$ cat config.mk
export PLATFORM = sky130hd
export DESIGN_NAME = alu_arbiter
export DESIGN_NICKNAME = d
export VERILOG_FILES = /design/src/rtl/alu_arbiter.sv
export SDC_FILE = /design/constraint.sdc
export NUM_CORES = 1
export LEC_CHECK = 0
export ABC_CLOCK_PERIOD_IN_PS = 6400
export CELL_PAD_IN_SITES_DETAIL_PLACEMENT = 0
export CELL_PAD_IN_SITES_GLOBAL_PLACEMENT = 2
export CORE_MARGIN = 2
export CORE_UTILIZATION = 34
export CTS_CLUSTER_DIAMETER = 120
export DETAILED_ROUTE_END_ITERATION = 8
export PLACE_DENSITY = 0.95
export REMOVE_ABC_BUFFERS = 1
export SYNTH_ARGS = -nofsm -noshare
export SYNTH_HDL_FRONTEND = slang
export SYNTH_SLANG_ARGS = --single-unit
$ cat constraint.sdc
create_clock -name clk -period 6.4 [get_ports clk]
set_input_delay 1.28 -clock clk [delete_from_list [all_inputs] [get_ports clk]]
set_output_delay 1.28 -clock clk [all_outputs]
set_load 0.01 [all_outputs]
$ cat src/rtl/alu_arbiter.sv
// Round-robin arbiter sharing one combinational ALU between two valid/ready requesters.
// Operands are registered before the ALU and results after it, so no request-to-response path exists.
module alu_arbiter #(
    parameter int unsigned WIDTH     = 32,
    parameter int unsigned PRIO_INIT = 0,
    parameter int unsigned CNT_W     = 16
) (
    input  logic             clk,
    input  logic             reset,
    input  logic             req0_valid,
    output logic             req0_ready,
    input  logic [WIDTH-1:0] req0_a,
    input  logic [WIDTH-1:0] req0_b,
    input  logic [1:0]       req0_ctrl,
    output logic             rsp0_valid,
    input  logic             rsp0_ready,
    output logic [WIDTH-1:0] rsp0_res,
    output logic [3:0]       rsp0_flags,
    input  logic             req1_valid,
    output logic             req1_ready,
    input  logic [WIDTH-1:0] req1_a,
    input  logic [WIDTH-1:0] req1_b,
    input  logic [1:0]       req1_ctrl,
    output logic             rsp1_valid,
    input  logic             rsp1_ready,
    output logic [WIDTH-1:0] rsp1_res,
    output logic [3:0]       rsp1_flags,
    output logic             busy,
    output logic [CNT_W-1:0] done0_cnt,
    output logic [CNT_W-1:0] done1_cnt
);

    localparam logic [1:0] S_IDLE = 2'b00;
    localparam logic [1:0] S_EXEC = 2'b01;
    localparam logic [1:0] S_RESP = 2'b10;
    localparam logic       PRIO_BIT = 1'(PRIO_INIT);

    logic [1:0]       state;
    logic [1:0]       state_nxt;
    logic             last_ptr;
    logic             owner;
    logic [WIDTH-1:0] op_a;
    logic [WIDTH-1:0] op_b;
    logic [1:0]       op_ctrl;

    logic             grant_c;
    logic             accept_c;
    logic             done0_c;
    logic             done1_c;

    logic [WIDTH:0]   alu_sum;
    logic [WIDTH-1:0] alu_res;
    logic             alu_carry;
    logic             alu_ovf;
    logic [3:0]       alu_flags;

    // Grant: a lone requester wins; on contention the port that did not finish last wins.
    always_comb begin
        grant_c = 1'b0;
        if (req0_valid && req1_valid) begin
            grant_c = ~last_ptr;
        end else if (req1_valid) begin
            grant_c = 1'b1;
        end
    end

    assign req0_ready = (state == S_IDLE) && req0_valid && !grant_c;
    assign req1_ready = (state == S_IDLE) && req1_valid && grant_c;
    assign accept_c   = req0_ready || req1_ready;
    assign done0_c    = rsp0_valid && rsp0_ready;
    assign done1_c    = rsp1_valid && rsp1_ready;

    // State register; busy is registered alongside so it tracks state exactly.
    always_ff @(posedge clk or negedge reset) begin
        if (!reset) begin
            state <= S_IDLE;
            busy  <= 1'b0;
        end else begin
            state <= state_nxt;
            busy  <= (state_nxt != S_IDLE);
        end
    end

    always_comb begin
        state_nxt = state;
        case (state)
            S_IDLE:  if (accept_c) state_nxt = S_EXEC;
            S_EXEC:  state_nxt = S_RESP;
            S_RESP:  if (done0_c || done1_c) state_nxt = S_IDLE;
            default: state_nxt = S_IDLE;
        endcase
    end

    // Shared ALU: ctrl 00 add, 01 sub, 10 and, 11 or; flags = {n, z, c, v}, c on sub means no borrow.
    always_comb begin
        alu_sum   = '0;
        alu_res   = '0;
        alu_carry = 1'b0;
        alu_ovf   = 1'b0;
        alu_flags = '0;
        case (op_ctrl)
            2'b00: begin
                alu_sum   = {1'b0, op_a} + {1'b0, op_b};
                alu_res   = alu_sum[WIDTH-1:0];
                alu_carry = alu_sum[WIDTH];
                alu_ovf   = (op_a[WIDTH-1] == op_b[WIDTH-1]) && (alu_res[WIDTH-1] != op_a[WIDTH-1]);
            end
            2'b01: begin
                alu_sum   = {1'b0, op_a} + {1'b0, ~op_b} + {{WIDTH{1'b0}}, 1'b1};
                alu_res   = alu_sum[WIDTH-1:0];
                alu_carry = alu_sum[WIDTH];
                alu_ovf   = (op_a[WIDTH-1] != op_b[WIDTH-1]) && (alu_res[WIDTH-1] != op_a[WIDTH-1]);
            end
            2'b10:   alu_res = op_a & op_b;
            default: alu_res = op_a | op_b;
        endcase
        alu_flags = {alu_res[WIDTH-1], (alu_res == '0), alu_carry, alu_ovf};
    end

    // Operand capture, result capture, response handshake and completion bookkeeping.
    always_ff @(posedge clk or negedge reset) begin
        if (!reset) begin
            last_ptr   <= ~PRIO_BIT;
            owner      <= 1'b0;
            op_a       <= '0;
            op_b       <= '0;
            op_ctrl    <= '0;
            rsp0_valid <= 1'b0;
            rsp0_res   <= '0;
            rsp0_flags <= '0;
            rsp1_valid <= 1'b0;
            rsp1_res   <= '0;
            rsp1_flags <= '0;
            done0_cnt  <= '0;
            done1_cnt  <= '0;
        end else begin
            if (accept_c) begin
                owner   <= grant_c;
                op_a    <= grant_c ? req1_a    : req0_a;
                op_b    <= grant_c ? req1_b    : req0_b;
                op_ctrl <= grant_c ? req1_ctrl : req0_ctrl;
            end
            if (state == S_EXEC) begin
                if (owner) begin
                    rsp1_valid <= 1'b1;
                    rsp1_res   <= alu_res;
                    rsp1_flags <= alu_flags;
                end else begin
                    rsp0_valid <= 1'b1;
                    rsp0_res   <= alu_res;
                    rsp0_flags <= alu_flags;
                end
            end
            if (done0_c) begin
                rsp0_valid <= 1'b0;
                done0_cnt  <= done0_cnt + CNT_W'(1);
                last_ptr   <= 1'b0;
            end
            if (done1_c) begin
                rsp1_valid <= 1'b0;
                done1_cnt  <= done1_cnt + CNT_W'(1);
                last_ptr   <= 1'b1;
            end
        end
    end

endmodule

==> impl_metrics.ini <==
[status]
outcome = finished, final reports clean

[cts]
postCtsResizedCells = 0
cts_made_buffers = 17
insertion_delay_ns = 0.46
path_clk_slew_ns = 0.07
cts-root-buf = clkbuf_16
cts.htree.levels = 4
cts.sinks = 175
cts_setup_buffers = 0
cts_tree = yes
clockBufferDepth = 2
hold_buffers = 0

[logic_synthesis]
synthSimpleGateAreaFrac_pct = 17.0
yosysWarnings = 0
synth_top_family_by_area = compound AO/OA/AOI/OAI gates
synth_edf_count = 0
synth.area.mux_share_pct = 7.33
synth_compound_area_share_pct = 21.8
synth_xor_area_share_pct = 3.45
yosysUniqueCellTypes = 81
netlist_area_um2 = 12700
synthAdderAreaFrac_pct = 10.3
avgSynthCellArea_um2 = 8.32
synth_ff_type = dfrtp_1
async_flop_share_pct = 100
ys_ff_latch = 175
syn_inst = 1527
synth_seq_area_share_pct = 34.5

[route]
antenna_left = 0
first_pass_iters = 5
wl_per_cell_um = 18.6
drt-initial-drc-count = 849
drt-total-wl_um = 40800
vias_per_cell = 5.42
num_vias = 11866
drc = 0

[cells_and_area]
area_growth_pct = 26.9
drive_above_1_share_pct = 4.99
diodes = 0
fillers = 3713
utilization_pct = 43.9
stdcell_count = 2190
fin_area_um2 = 16100
nets = 1950

[worst_setup_path]
path_max_fanout = 27
reg2reg_slack_ns = 1.99
cp_data_arrival_time_ns = 3.15
reg2reg_to = rsp1_flags[2]
end_kind = primary output
path_class = input pin to primary output
required_ns = 5.12
r2r_cells = 14
cp-endpoint = req1_ready
cp-startpoint = req1_valid
startpoint_type = input pin
r2r_start = op_a[0]

[place]
pre_cts_ws_ns = 1.92
dp_hpwl_um = 31100
dpl.cell_count = 2158
place_area_um2 = 15500
place.gp.congestion = 0.958
portBuffers = 246

[timing]
post-route-worst-setup-slack_ns = 1.97
fin_tns_setup_ns = 0
post-route-period-util_pct = 69.2
rsz0062_at_grt = no
worst_slew_pin_slew_ns = 1.01
finalHoldViolCount = 0
clock_skew_ns = 0.0123
hold_slack_ns = 0.473
max_slew_margin_pct = 31.1
max_freq_mhz = 226
slew_viol_final = 0
setup_violations = 0
min_period_ns = 4.43

[flow_run]
cap_violations = 0

[power]
clock_power_share_pct = 11.4
powerDensity_nw_per_um2 = 617
p_int_mw = 4.74
p_total_mw = 9.94
power.static_leakage_nw = 7.09
p_sw_mw = 5.19
combPwrFrac_pct = 68.5
peakVddDrop_uv = 209
pwr-share-seq_pct = 20.0
swShare_pct = 52.3

[floorplan]
core-area_um2 = 36700
rows = 70
die_area_um2 = 38900
start_util_pct = 34.6
die_x_um = 197
ioPinCount = 247
die_h_um = 197

[global_route]
grt_pass1_wl_um = 63900
grt_overflow = 0
antenna_found_initial = 1
grt_max_degree = 77
grt_pass1_vias = 11367
grt_usage_pct = 21.0

[min_path]
min_path_type = register to register
## state kept, by name (all words and copies together) (netlist names)
name	count
last_ptr	1
op_a	32
rsp1_valid	1
op_b	32
owner	1
rsp0_flags	3
rsp1_flags	3
state	2
rsp0_valid	1
rsp0_res	32
done0_cnt	16
op_ctrl	2
done1_cnt	16
busy	1
rsp1_res	32
## cells in the final DEF (no fill, tap or decap), types with 7 or more instances in the layout
cell,instances
a2111oi_0,7
a211oi_1,20
a21o_1,17
a21oi_1,155
a31oi_1,14
and2_1,8
and3_1,13
buf_4,12
clkbuf_16,17
clkdlybuf4s50_1,245
dfrtp_1,173
ha_1,101
inv_1,88
mux2_2,16
mux2i_1,75
nand2_1,163
nand2b_1,9
nand3_1,19
nand4_1,17
nor2_1,153
nor2b_1,12
nor3_1,27
nor4_1,15
o211ai_1,17
o21ai_0,112
o21ai_1,8
o21bai_1,8
o31ai_1,17
xnor2_1,36
xor2_1,14
## critical path, stage by stage
cell and delay, ns:
clkdlybuf4s50_1 0.51, a21boi_4 0.19, buf_4 0.41, and2_1 0.21
clkdlybuf4s50_1 0.54
## how the worst min path moves through the flow
| stage | from | to | slack, ns | depth (start not counted) |
|---|---|---|---|---|
| floorplan | last_ptr | last_ptr | 0.44 | 2 |
| global placement | rsp1_res[27] | rsp1_res[27] | 0.46 | 2 |
| detailed placement | done0_cnt[15] | done0_cnt[15] | 0.46 | 1 |
| CTS | done0_cnt[15] | done0_cnt[15] | 0.48 | 1 |
| global route | rsp0_res[18] | rsp0_res[18] | 0.49 | 2 |
| finish | done1_cnt[15] | done1_cnt[15] | 0.47 | 1 |
## layer usage
metal  track usage, %  wire length [µm]
met1             30.0             19300
met2             33.0             18300
met3             3.55              2620
met4             5.01               575
met5                0                 0
## cell type report
class	count	area (µm²)	area share (%)
sequential	175	4380	27.2
inverter	94	353	2.19
multi-input combinational	1163	7620	47.3
tap	468	586	3.63
clock inverter	14	196	1.22
clock buffer	18	429	2.66
timing repair buffer	258	2550	15.8
## power by group through the flow
stage	clock, mW	sequential, mW	combinational [mW]
2_1_floorplan	0	2.11	4.23
3_3_place_gp	0	1.98	6.65
3_5_place_dp	0	2.02	6.69
4_1_cts	1.16	2.00	6.74
5_1_grt	1.21	2.08	7.48
6_report	1.14	1.99	6.81
## Yosys cell counts, types with 6 or more instances
| cell | n | area share (%) |
|---|---|---|
| ha_1 | 101 | 9.9 |
| mux2i_1 | 75 | 5.9 |
| nor2_1 | 153 | 4.5 |
| buf_1 | 16 | 0.47 |
| o22ai_1 | 6 | 0.30 |
| dfrtp_1 | 174 | 34 |
| nand3_1 | 19 | 0.75 |
| clkbuf_1 | 72 | 2.1 |
| nor3_1 | 27 | 1.1 |
| and3_1 | 13 | 0.64 |
| xnor2_1 | 36 | 2.5 |
| nand2_1 | 164 | 4.8 |
| and2_1 | 8 | 0.39 |
| mux2_2 | 16 | 1.4 |
| a211oi_1 | 20 | 1.2 |
| a31oi_1 | 14 | 0.69 |
| o31ai_1 | 17 | 1.0 |
| a21oi_1 | 155 | 6.1 |
| nor4_1 | 15 | 0.74 |
| o211ai_1 | 17 | 1.0 |
| xor2_1 | 14 | 0.97 |
| a2111oi_0 | 7 | 0.48 |
| o21ai_1 | 8 | 0.32 |
| nand2b_1 | 10 | 0.49 |
| o21ai_0 | 112 | 4.4 |
| inv_1 | 89 | 2.6 |
| or4_1 | 6 | 0.35 |
| a211o_1 | 6 | 0.41 |
| nand4_1 | 17 | 0.84 |
| o21bai_1 | 8 | 0.47 |
| a21o_1 | 17 | 1.0 |
| nor2b_1 | 12 | 0.59 |
## cell families after synthesis
family	count (synthesis)
compound gates	448
xor+xnor	50
fa+ha+maj	103
buf+inv	189
flops	175
mux	91
simple gates	471
Power figures use the tool's default switching activity.
